### src/rtl/vga_pkg.sv
// Shared raster types, default VGA 640x480@60 timing and the tile-axis step helper.
// Also imported by color_mapper so both blocks agree on coordinate widths.
package vga_pkg;

   typedef logic [9:0] coord_t;
   typedef logic [3:0] tile_idx_t;
   typedef logic [5:0] tile_off_t;

   typedef struct packed {
      tile_idx_t idx;
      tile_off_t off;
   } tile_pos_t;

   localparam int DEF_CLK_DIV  = 2;
   localparam int DEF_H_VIS    = 640;
   localparam int DEF_H_FP     = 16;
   localparam int DEF_H_SYNC   = 96;
   localparam int DEF_H_BP     = 48;
   localparam int DEF_V_VIS    = 480;
   localparam int DEF_V_FP     = 10;
   localparam int DEF_V_SYNC   = 2;
   localparam int DEF_V_BP     = 33;
   localparam int DEF_SYNC_DLY = 1;
   localparam int DEF_TILE_PX  = 48;
   localparam int DEF_GRID_N   = 10;

   localparam int H_TOTAL = DEF_H_VIS + DEF_H_FP + DEF_H_SYNC + DEF_H_BP;
   localparam int V_TOTAL = DEF_V_VIS + DEF_V_FP + DEF_V_SYNC + DEF_V_BP;

   // One pixel step along a tile axis: offset rolls into index, index parks at grid_n.
   function automatic tile_pos_t tile_next(tile_pos_t p, int tile_px, int grid_n);
      tile_pos_t r;
      r = p;
      if (p.idx == tile_idx_t'(grid_n)) begin
         r.off = '0;
      end else if (p.off == tile_off_t'(tile_px - 1)) begin
         r.idx = p.idx + tile_idx_t'(1);
         r.off = '0;
      end else begin
         r.off = p.off + tile_off_t'(1);
      end
      return r;
   endfunction

endpackage

### src/rtl/vga_sync_delay.sv
// Pixel-enabled shift register that lines sync/blank up with the color pipeline.
module vga_sync_delay #(
   parameter int               DEPTH   = 1,
   parameter int               WIDTH   = 3,
   parameter logic [WIDTH-1:0] RST_VAL = '0
) (
   input  logic             gclk,
   input  logic             grst_n,
   input  logic             pixel_ce,
   input  logic [WIDTH-1:0] d,
   output logic [WIDTH-1:0] q
);

   logic [DEPTH-1:0][WIDTH-1:0] pipe;

   always_ff @(posedge gclk or negedge grst_n) begin
      if (!grst_n) begin
         pipe <= {DEPTH{RST_VAL}};
      end else if (pixel_ce) begin
         pipe[0] <= d;
         for (int i = 1; i < DEPTH; i++) pipe[i] <= pipe[i-1];
      end
   end

   assign q = pipe[DEPTH-1];

endmodule

### src/rtl/vga_timing_gen.sv
// Raster timing source: pixel divider, DrawX/DrawY, incremental tile index/offset,
// and delayed HS/VS/BLANK_N for the DAC.
module vga_timing_gen
   import vga_pkg::*;
#(
   parameter int CLK_DIV  = DEF_CLK_DIV,
   parameter int H_VIS    = DEF_H_VIS,
   parameter int H_FP     = DEF_H_FP,
   parameter int H_SYNC   = DEF_H_SYNC,
   parameter int H_BP     = DEF_H_BP,
   parameter int V_VIS    = DEF_V_VIS,
   parameter int V_FP     = DEF_V_FP,
   parameter int V_SYNC   = DEF_V_SYNC,
   parameter int V_BP     = DEF_V_BP,
   parameter int SYNC_DLY = DEF_SYNC_DLY,
   parameter int TILE_PX  = DEF_TILE_PX,
   parameter int GRID_N   = DEF_GRID_N
) (
   input  logic       Clk,
   input  logic       Reset_n,
   output logic       pixel_ce,
   output logic [9:0] DrawX,
   output logic [9:0] DrawY,
   output logic [3:0] Tile_Col,
   output logic [3:0] Tile_Row,
   output logic [5:0] Tile_PX,
   output logic [5:0] Tile_PY,
   output logic       grid_on,
   output logic       frame_start,
   output logic       line_start,
   output logic       VGA_HS,
   output logic       VGA_VS,
   output logic       VGA_BLANK_N,
   output logic       VGA_SYNC_N,
   output logic       VGA_CLK
);

   localparam int H_TOT = H_VIS + H_FP + H_SYNC + H_BP;
   localparam int V_TOT = V_VIS + V_FP + V_SYNC + V_BP;
   localparam int DW    = (CLK_DIV > 2) ? $clog2(CLK_DIV) : 1;

   logic [DW-1:0] div_cnt;
   coord_t        x_cnt, y_cnt;
   tile_pos_t     col, row;
   logic          x_wrap, y_wrap;
   logic          hs_d, vs_d, blank_n_d;
   logic [2:0]    sync_q;

   // Divider: pixel_ce falls on the last Clk of each pixel period.
   always_ff @(posedge Clk or negedge Reset_n) begin
      if (!Reset_n)      div_cnt <= '0;
      else if (pixel_ce) div_cnt <= '0;
      else               div_cnt <= div_cnt + DW'(1);
   end

   assign pixel_ce = (div_cnt == DW'(CLK_DIV - 1));
   assign VGA_CLK  = (div_cnt >= DW'(CLK_DIV / 2));

   assign x_wrap = (x_cnt == coord_t'(H_TOT - 1));
   assign y_wrap = (y_cnt == coord_t'(V_TOT - 1));

   always_ff @(posedge Clk or negedge Reset_n) begin
      if (!Reset_n) begin
         x_cnt <= '0;
         y_cnt <= '0;
         col   <= '0;
         row   <= '0;
      end else if (pixel_ce) begin
         x_cnt <= x_wrap ? '0 : x_cnt + coord_t'(1);
         col   <= x_wrap ? '0 : tile_next(col, TILE_PX, GRID_N);
         // Vertical state only moves at end of line.
         if (x_wrap) begin
            y_cnt <= y_wrap ? '0 : y_cnt + coord_t'(1);
            row   <= y_wrap ? '0 : tile_next(row, TILE_PX, GRID_N);
         end
      end
   end

   assign DrawX    = x_cnt;
   assign DrawY    = y_cnt;
   assign Tile_Col = col.idx;
   assign Tile_Row = row.idx;
   assign Tile_PX  = col.off;
   assign Tile_PY  = row.off;
   assign grid_on  = (col.idx < tile_idx_t'(GRID_N)) && (row.idx < tile_idx_t'(GRID_N));

   assign line_start  = pixel_ce && (x_cnt == '0);
   assign frame_start = line_start && (y_cnt == '0);

   assign hs_d      = !((x_cnt >= coord_t'(H_VIS + H_FP)) &&
                        (x_cnt <  coord_t'(H_VIS + H_FP + H_SYNC)));
   assign vs_d      = !((y_cnt >= coord_t'(V_VIS + V_FP)) &&
                        (y_cnt <  coord_t'(V_VIS + V_FP + V_SYNC)));
   assign blank_n_d = (x_cnt < coord_t'(H_VIS)) && (y_cnt < coord_t'(V_VIS));

   // Idle value is syncs deasserted, blanked.
   vga_sync_delay #(
      .DEPTH   (SYNC_DLY),
      .WIDTH   (3),
      .RST_VAL (3'b110)
   ) u_sync_dly (
      .gclk     (Clk),
      .grst_n   (Reset_n),
      .pixel_ce (pixel_ce),
      .d        ({hs_d, vs_d, blank_n_d}),
      .q        (sync_q)
   );

   assign {VGA_HS, VGA_VS, VGA_BLANK_N} = sync_q;
   assign VGA_SYNC_N = 1'b0;

endmodule

### config.mk
export PLATFORM = sky130hd
export DESIGN_NAME = vga_timing_gen
export DESIGN_NICKNAME = d
export VERILOG_FILES = /design/src/rtl/vga_pkg.sv /design/src/rtl/vga_sync_delay.sv /design/src/rtl/vga_timing_gen.sv
export SDC_FILE = /design/constraint.sdc
export NUM_CORES = 1
export LEC_CHECK = 0
export ABC_CLOCK_PERIOD_IN_PS = 6340
export BUFFER_PORTS_ARGS = -buffer_cell sky130_fd_sc_hd__buf_2
export CORE_ASPECT_RATIO = 1.25
export CORE_UTILIZATION = 35
export DETAILED_ROUTE_END_ITERATION = 8
export PLACE_DENSITY_LB_ADDON = 0.3
export SLEW_MARGIN = 20
export SYNTH_ARGS = -nofsm -noshare
export SYNTH_HDL_FRONTEND = slang
export SYNTH_SLANG_ARGS = --single-unit
### constraint.sdc
create_clock -name Clk -period 6.34 [get_ports Clk]
set_clock_uncertainty 0.05 [all_clocks]
set_input_delay 0.634 -clock Clk [delete_from_list [all_inputs] [get_ports Clk]]
set_output_delay 0.634 -clock Clk [all_outputs]
set_load 0.1 [all_outputs]
### After elaboration in Yosys (flattened, before gate mapping)

Index checks and enable logic that the tools add are counted.
W data, S select, Z words.

| word-level totals | value |
|---|---|
| bits in registers | 44 |
| output and inout bits | 49 |
| logic and storage cells | 60 |

| operators by class | value |
|---|---|
| add/sub/neg operators | 7 |
| magnitude comparators | 9 |
| eq/ne operators | 8 |
| muxes and demuxes | 13 |
| reduce and logical (&&, ||, !) cells | 15 |

Operators by type and width:

| cell | number |
|---|---|
| $mux W10 | 4 |
| $mux W6 | 4 |
| $add A10 B1 Y10 const B | 2 |
| $eq A10 B10 Y1 const B | 2 |
| $logic_not A10 Y1 | 2 |
| $lt A10 B10 Y1 const B | 2 |
| $lt A10 B9 Y1 const B | 2 |
| $mux W4 | 4 |
| $add A6 B1 Y6 const B | 2 |
| $eq A6 B6 Y1 const B | 2 |
| $ge A10 B10 Y1 const B | 1 |
| $ge A10 B9 Y1 const B | 1 |
| $add A4 B1 Y4 const B | 2 |
| $eq A4 B4 Y1 const B | 2 |
| $lt A4 B4 Y1 const B | 2 |
| $logic_and A1 B1 Y1 | 6 |
| $ne A2 B2 Y1 const B | 2 |
| $reduce_and A4 Y1 | 1 |
| $reduce_bool A2 Y1 | 2 |
| $reduce_and A3 Y1 | 1 |
| $logic_not A1 Y1 | 2 |
| $reduce_and A2 Y1 | 1 |
| $add A1 B1 Y1 const B | 1 |
| $ge A1 B1 Y1 const B | 1 |
| $mux W1 | 1 |

### Longest topological paths before layout

Gate-level depths: netlist (run 1).

| depth | value |
|---|---|
| depth after elaboration | 4 |
| mapped depth | 8 |
| gate-level depth less buffers | 6 |

### Hierarchy

Synthesis (run 1) repeated with hierarchy kept, for this count alone.

| second synthesis, totals | value |
|---|---|
| cell total of the unflattened synthesis | 260 |
| area total of the unflattened synthesis | 2,448.6 um^2 |

Modules (own cells, without submodules):

| module | instances | cells each | area an instance (um^2) | seq. area each (um^2) |
|---|---|---|---|---|
| vga_timing_gen | 1 | 254 | 2,337.2 | 1,026.0 |
| vga_sync_delay | 1 | 6 | 111.4 | 77.6 |

### Worst setup path before layout (run 1)

Ideal clock, no wire load.

| timing | value |
|---|---|
| path type | register to output |
| start point | register div_cnt (netlist: pixel_ce) |
| end point | output frame_start |
| data arrival time | 3.264 ns |
| data required time | 5.656 ns |
| path slack | 2.392 ns |
| stages on the path, launching flop included | 5 |
| path buffers | 0 |
| cell sequence | dfrtp_1 > inv_1 > nor4_1 > and4b_1 > and4_1 |

| on the way | value |
|---|---|
| cells in the longest elaborated chain, start to end | 2 |

Ends and longest elaborated chain:

| what | line | source |
|---|---|---|
| start: declaration | vga_timing_gen.sv:42 | `logic [DW-1:0] div_cnt;` |
| start signal: assignment | vga_timing_gen.sv:53 | `else div_cnt <= div_cnt + DW'(1);` |
| $logic_and A1 B1 Y1 | vga_timing_gen.sv:87 | `assign line_start = pixel_ce && (x_cnt == '0);` |
| via line_start | vga_timing_gen.sv:30 | `output logic line_start,` |
| $logic_and A1 B1 Y1 | vga_timing_gen.sv:88 | `assign frame_start = line_start && (y_cnt == '0);` |
| end: declaration | vga_timing_gen.sv:29 | `output logic frame_start,` |

The timed path passes the listed nets, and every way through them passes these cells.

### Worst setup path after layout (run 1)

| timing | value |
|---|---|
| start point | register div_cnt (netlist: pixel_ce) |
| end point | output frame_start |

| on the way | value |
|---|---|
| cells in the longest elaborated chain, start to end | 2 |

Ends and longest elaborated chain:

| what | line |
|---|---|
| $logic_and A1 B1 Y1 | vga_timing_gen.sv:87 |
| $logic_and A1 B1 Y1 | vga_timing_gen.sv:88 |

Every way passes these cells.

==> key figures, run 1 <==
Outcome
  – Status: completed

Clock network
  – Worst skew pair latency: 0.29 ns
  – H-tree levels: 2
  – TritonCTS sink count: 44
  – Total CTS buffers: 5
  – CTS tree: done
  – Clk pin slew, worst setup/hold paths: ~0.090 ns
  – Root Driver: clkbuf_8
  – CTS resizes: 0
  – CTS Buffer Depth: 2
  – Post-CTS Setup Bufs: 0
  – Hold_buf cts: 0

Global routing
  – Largest net degree at the start of global routing: 45
  – First-pass GRT wire length: 10010 µm
  – All-Layer GR Usage: between 10% and 20%
  – Gr ovfl total: 0
  – Antenna violations before repair: 0
  – Vias in the first global route: 2076

Critical path
  – Reg2reg start: pixel_ce
  – WP depth: 5
  – Crit path to: frame_start
  – Setup Crit Path Kind: reg2out
  – CP startpoint: pixel_ce
  – Crit path max-delay cell type: dfrtp_1
  – Reg2Reg Setup Slack: 3.66 ns
  – Worst-path cell chain: inv_1 -> nor4_1 -> and4b_1 -> and4_1 -> buf_2
  – Worst reg2reg path depth: 4
  – WP data arrival: between 2 and 3 ns
  – Max incr delay on CP: 0.84 ns
  – Crit path launch type: register
  – Delay-heaviest family, CP: flip-flops
  – Critical Path Sink Type: primary output
  – CP required: 5.66 ns
  – Buf/Inv on CP: 2
  – Reg-to-reg critical path endpoint: Tile_Row[1]
  – Worst Path Max Fanout: 26

STA
  – Final Max Slew Viols: 0
  – Setup ws final: 3.135 ns
  – Fmax: 312.0 MHz
  – Final min period: 3.205 ns
  – Final number of setup-violating endpoints: 0
  – Slew @ Worst Pin: 0.8201 ns
  – RSZ-0062 raised after global routing: false
  – Setup TNS: 0 ns
  – Slew headroom: 44.56%
  – Fin. Hold Viols: 0
  – Tcrit/Tclk final: 50.55%

Detailed routing
  – Drt total wl: 5810 µm
  – Residual DRC: 0
  – WL/cell: 14.67 µm
  – Iter 0 DRT Violations: around 110
  – Via count: 2164
  – DR pass1 iterations: 4
  – Post-DR vias/cell: between 5 and 6
  – ANT nets after route: 0

Yosys
  – Mean Syn Cell Area: 9.415 µm²
  – Mapped Nets: 274
  – Mapped Cells: 261
  – Ys Warns: 0
  – Seq cells post-synth: 44
  – EDFF count, synth: 0
  – Top_reg_cell synth: dfrtp_1
  – Asr flop ratio synth: 100.0%
  – Syn Std Cell Area: 2457 µm²
  – Distinct cell type count of the synthesized netlist: 51
  – Register area share after synthesis: between 40% and 50%

Floorplanning
  – Row count: 33
  – Die height: 95.68 µm
  – Die Footprint: 7362 µm²
  – Initial core utilization: a little under two fifths
  – Core area: roughly 6700 µm²
  – DIE WIDTH: just under 80 µm
  – # IOs: 51

Power and ir drop
  – Peak supply drop: 0.08566 mV
  – P_leak: about 1.4 nW
  – PwrDens: 163.1 nW/µm²
  – Power, Total: between 400 and 500 µW

Final layout
  – Layout cells sized above 1: about a fifth
  – Design area: about 2900 µm²
  – N_diodes: 0
  – Fillers: 702
  – Nets: between 300 and 400
  – P&R area growth vs syn: 16.04%
  – Core Util, Final: 42.63%

Place
  – Pre-CTS WS: 3.464 ns
  – Area after DPL: 2764 µm²
  – Hpwl dp: 4129 µm
  – Routability Congestion: 0.7947
  – PortBufs: 49

Job
  – Max-cap viol count: 0

Hold path
  – HP Class: in2async
==> synth_stat cells, drive strengths merged (4+ instances only) <==
cell,number,area (µm²)
xor2,6,52.55
clkbuf,5,18.77
xnor2,4,35.03
nor3,5,30.03
nor2,9,33.78
o21ai,20,100.1
nand2,19,71.32
buf,5,36.28
inv,20,75.07
a31oi,4,25.02
or3,8,55.05
ha,11,137.6
a21oi,7,35.03
nand3,22,110.1
dfrtp,42,1051
nand4,9,56.30
and3,11,68.82
nor4,6,37.54
==> cells by family after synthesis <==
logic type                 count (synthesis)  synth area share [%]
xor gates and xnor gates                  10                 3.564
other                                      1                0.1526
buffers and inverters                     30                 5.295
DFF                                       44                 44.91
and+or+nand+nor                          106                 24.24
AOI/OAI and AO/OA                         56                 15.02
muxes                                      3                 1.222
adders and majority gates                 11                 5.601
==> through the flow <==
step	std cells	hold WS, ns
2_1_floorplan	261	0.2884
3_3_place_gp	388	0.4698
3_5_place_dp	388	0.4752
4_1_cts	396	0.4787
5_1_grt	396	0.3173
6_report	396	0.2784
==> cell type report <==
type,instances,area (µm²),area share (%)
inverters,20,75.07,2.633
clock inverters,1,8.758,0.3072
flip-flops and latches,44,1104,38.70
repair buffers,50,255.2,8.951
multi-input cells,187,1224,42.91
well taps,87,108.9,3.817
clock buffers,7,76.32,2.677
==> layout by cell type, fill, tap and decap left out, types with 4 or more instances in the layout <==
| cell type | instances |
|---|---|
| nor4_1 | 6 |
| a31oi_1 | 4 |
| clkbuf_8 | 5 |
| a21oi_1 | 7 |
| and3_1 | 11 |
| dfrtp_1 | 42 |
| o21ai_0 | 20 |
| nor3_1 | 4 |
| nor2_1 | 9 |
| xnor2_1 | 4 |
| nand4_1 | 9 |
| nand3_1 | 22 |
| nand2_1 | 19 |
| or3_1 | 7 |
| xor2_1 | 6 |
| ha_1 | 11 |
| inv_1 | 20 |
| buf_2 | 48 |
==> how the worst min path moves through the flow <==
stage          startpoint          to  slack [ns]
3_3_place_gp   Tile_PX[0]  Tile_PX[0]        0.47
4_1_cts           Reset_n    DrawY[9]        0.48
3_5_place_dp   Tile_PY[1]  Tile_PY[1]        0.48
2_1_floorplan     Reset_n    DrawX[0]        0.29
5_1_grt           Reset_n    DrawX[0]        0.32
6_report          Reset_n    DrawX[8]        0.28
==> per-layer routing <==
metal  up-vias  part of all wire, %  global-route usage, %
li1       1052                    -                      -
met1      1045                   46                  22.49
met2        61                   48                  28.65
met3         6                  4.2                  3.445
met4         0                  1.1                  7.372
met5         -                    0                      0
==> worst register-to-register path: stages, from the launching register on <==
cell     delay, ns
dfrtp_1       0.84
nand4_1       0.42
or3_1         0.67
or3_4         0.48
o22ai_1       0.15
==> state kept, by name, indices dropped and copies added, names as in the netlist <==
register,cells
Tile_Col,4
pixel_ce,1
Tile_PX,6
u_sync_dly.q,3
DrawY,10
Tile_PY,6
DrawX,10
Tile_Row,4
==> report_power, final <==
group	total (mW)	internal [mW]	switching [mW]	leakage, nW
Combinational	0.00817	0.000407	0.00776	0.741
Sequential	0.280	0.280	0	0.579
Clock	0.176	0.0789	0.0976	0.0424
(Power assumes the default switching activity.)
==> run 2, diff against run 1 <==
--- a/config.mk
+++ b/config.mk
@@ -5,7 +5,7 @@
 export SDC_FILE = /design/constraint.sdc
 export NUM_CORES = 1
 export LEC_CHECK = 0
-export ABC_CLOCK_PERIOD_IN_PS = 6340
+export ABC_CLOCK_PERIOD_IN_PS = 2800
 export BUFFER_PORTS_ARGS = -buffer_cell sky130_fd_sc_hd__buf_2
 export CORE_ASPECT_RATIO = 1.25
 export CORE_UTILIZATION = 35
==> constraint.sdc (replaced) <==
create_clock -name Clk -period 2.8 [get_ports Clk]
set_clock_uncertainty 0.05 [all_clocks]
set_input_delay 0.28 -clock Clk [delete_from_list [all_inputs] [get_ports Clk]]
set_output_delay 0.28 -clock Clk [all_outputs]
set_load 0.1 [all_outputs]
==> key figures, run 2 (same netlist as run 1, synthesis figures left out) <==
Clock network
  – Worst skew pair latency: 0.30 ns (was 0.29 ns)
  – Clk pin slew, worst setup/hold paths: 0.08 ns (was 0.09 ns)
  – Total CTS buffers: 5 (unchanged)
  – TritonCTS sink count: 44 (unchanged)
  – Post-CTS Setup Bufs: 0 (unchanged)
  – CTS Buffer Depth: 2 (unchanged)
  – CTS tree: done (unchanged)
  – H-tree levels: 2 (unchanged)
  – Root Driver: clkbuf_8 (unchanged)
  – CTS resizes: 0 (unchanged)

Critical path
  – Setup Crit Path Kind: reg2out (unchanged)
  – Reg2Reg Setup Slack: 0.38 ns (was 3.66 ns)
  – Worst reg2reg path depth: 4 (unchanged)
  – Max incr delay on CP: 0.44 ns (was 0.84 ns)
  – WP depth: 6 (was 5)
  – Reg2reg start: DrawX[5] (was pixel_ce)
  – Delay-heaviest family, CP: buffers and inverters (was flip-flops)
  – Crit path to: frame_start (unchanged)
  – Critical Path Sink Type: primary output (unchanged)
  – CP startpoint: DrawY[0] (was pixel_ce)
  – Worst Path Max Fanout: 6 (was 26)
  – Crit path max-delay cell type: dfrtp_1 (unchanged)
  – Buf/Inv on CP: 3 (was 2)
  – Reg-to-reg critical path endpoint: Tile_Row[1] (unchanged)
  – WP data arrival: 2.10 ns (was 2.52 ns)
  – Crit path launch type: register (unchanged)
  – CP required: 2.47 ns (was 5.66 ns)
  – Worst-path cell chain: inv_1 -> ha_1 -> nor4b_1 -> buf_4 -> and4_2 -> buf_2 (was inv_1 -> nor4_1 -> and4b_1 -> and4_1 -> buf_2)

Power and ir drop
  – Sw Ratio: 19.72% (was 22.65%)
  – Power share of the combinational group: 1.7% (was 1.8%)
  – Sw power: 233.9 µW (was 105.3 µW)
  – P_leak: 1.424 nW (was 1.362 nW)
  – Seq pwr share: 53.5% (was 60.3%)
  – PwrDens: 399.9 nW/µm² (was 163.1 nW/µm²)
  – Power, Total: 1.186 mW (was 465.0 µW)
  – Clk pwr share: 44.8% (was 37.9%)
  – Peak supply drop: 0.2344 mV (was 0.08566 mV)
  – Internal power: 952.0 µW (was 359.7 µW)

Detailed routing
  – Drt total wl: 5798 µm (was 5810 µm)
  – DR pass1 iterations: 4 (unchanged)
  – Via count: 2186 (was 2164)
  – Residual DRC: 0 (unchanged)
  – Post-DR vias/cell: 5.398 (was 5.465)
  – WL/cell: 14.32 µm (was 14.67 µm)
  – ANT nets after route: 0 (unchanged)
  – Iter 0 DRT Violations: 92 (was 111)

STA
  – Fmax: 411.4 MHz
  – Final min period: around 2.4 ns
  – Slew headroom: 61.27% (was 44.56%)
  – RSZ-0062 raised after global routing: false (unchanged)
  – Fin. Hold Viols: 0 (unchanged)
  – Slew @ Worst Pin: 0.5809 ns (was 0.8201 ns)
  – Final number of setup-violating endpoints: 0 (unchanged)
  – Final Max Slew Viols: 0 (unchanged)
  – Tcrit/Tclk final: 86.81%
  – Setup TNS: 0 ns (unchanged)

Final layout
  – P&R area growth vs syn: 20.67% (was 16.04%)
  – Nets: 330 (was 321)
  – Layout cells sized above 1: 23.58% (was 19.74%)
  – N_diodes: 0 (unchanged)
  – Non-filler instance count after layout: 405 (was 396)
  – Commonest non-fill, non-tap cell in the layout: buf_2 (unchanged)
  – Commonest non-fill, non-tap cells in the layout: buf_2 (49), dfrtp_1 (40), nand3_1 (22) (was buf_2 (48), dfrtp_1 (42), nand3_1 (22))

Global routing
  – First-pass GRT wire length: 9687 µm (was 10010 µm)
  – Largest net degree at the start of global routing: 26 (was 45)
  – Antenna violations before repair: 0 (unchanged)
  – Gr ovfl total: 0 (unchanged)
  – Vias in the first global route: 2067 (was 2076)
  – All-Layer GR Usage: 16.94% (was 17.48%)

Floorplanning
  – Core area: 6689 µm² (unchanged)
  – Die height: 95.68 µm (unchanged)
  – Die Footprint: 7362 µm² (unchanged)
  – Initial core utilization: 36.74% (unchanged)
  – Row count: 33 (unchanged)
  – DIE WIDTH: 76.95 µm (unchanged)
  – # IOs: 51 (unchanged)

Place
  – Routability Congestion: 0.8758 (was 0.7947)
  – Hpwl dp: 4251 µm (was 4129 µm)
  – PortBufs: 49 (unchanged)
  – Placed cells: 396 (was 388)

Job
  – Max-cap viol count: 0 (unchanged)

Outcome
  – Status: completed (unchanged)

Hold path
  – HP Class: in2async (unchanged)
## run 2: cell count changes in the layout (fill, tap and decap cells not counted), moves of 2 or more
cell and delta:
clkbuf_1 -2, dfrtp_2 +2, dfrtp_1 -2, clkbuf_8 +2, buf_4 +7
## run 2: what timing repair did
action	in CTS	in global routing
endpoints found under the setup margin	0	0
hold buffers	1	0
hold endpoints to repair	21	0
## run 2: worst register-to-register path, cell delays in order (launching register included)
cell,delay [ns]
dfrtp_1,0.46
or4b_1,0.57
or3_1,0.65
or3_4,0.48
o22ai_1,0.14
## run 2: metrics by stage
stage | util (%) | setup WS, ns | area (µm²) | hold WS (ns)
after global routing | 44.33 | 0.2809 | 2965 | 0.4875
final | 44.33 | 0.3692 | 2965 | 0.4303
after global placement | 42.29 | 0.4384 | 2829 | 0.2443
after detailed placement | 42.29 | 0.4047 | 2829 | 0.2439
after floorplan | - | 0.03748 | 2462 | -0.06559
after CTS | 44.33 | 0.3344 | 2965 | 0.4529
## run 2: routing by layer
layer  routed length [µm]  global-route usage, %
met3                  215                  3.062
met4                   82                  6.410
met1                 2696                  20.61
met5                    0                      0
met2                 2803                  29.84
## run 2: power groups by stage
stage / clock (mW) / combinational (mW) / sequential (mW)
2_1_floorplan: 0 / 0.00689 / 0.648
3_3_place_gp: 0 / 0.0206 / 0.647
3_5_place_dp: 0 / 0.0205 / 0.647
4_1_cts: 0.550 / 0.0216 / 0.635
5_1_grt: 0.568 / 0.0235 / 0.635
6_report: 0.531 / 0.0202 / 0.635
## run 2: cell type report
cell class | instances | area [µm²]
Sequential cell | 44 | 1106
Clock inverter | 1 | 30.03
Clock buffer | 7 | 96.34
Fill cell | 698 | 3724
Multi-Input combinational cell | 187 | 1226
Tap cell | 87 | 108.9
Timing Repair Buffer | 59 | 322.8
Inverter | 20 | 75.07
## run 2: worst min path at each step
stage                  end  slack (ns)  cells after the start
3_5_place_dp      DrawY[5]        0.24                      1
2_1_floorplan     DrawX[0]       -0.07                      0
6_report       Tile_Row[0]        0.43                      2
3_3_place_gp      DrawY[5]        0.24                      1
4_1_cts        Tile_Row[0]        0.45                      2
5_1_grt        Tile_Row[1]        0.49                      2
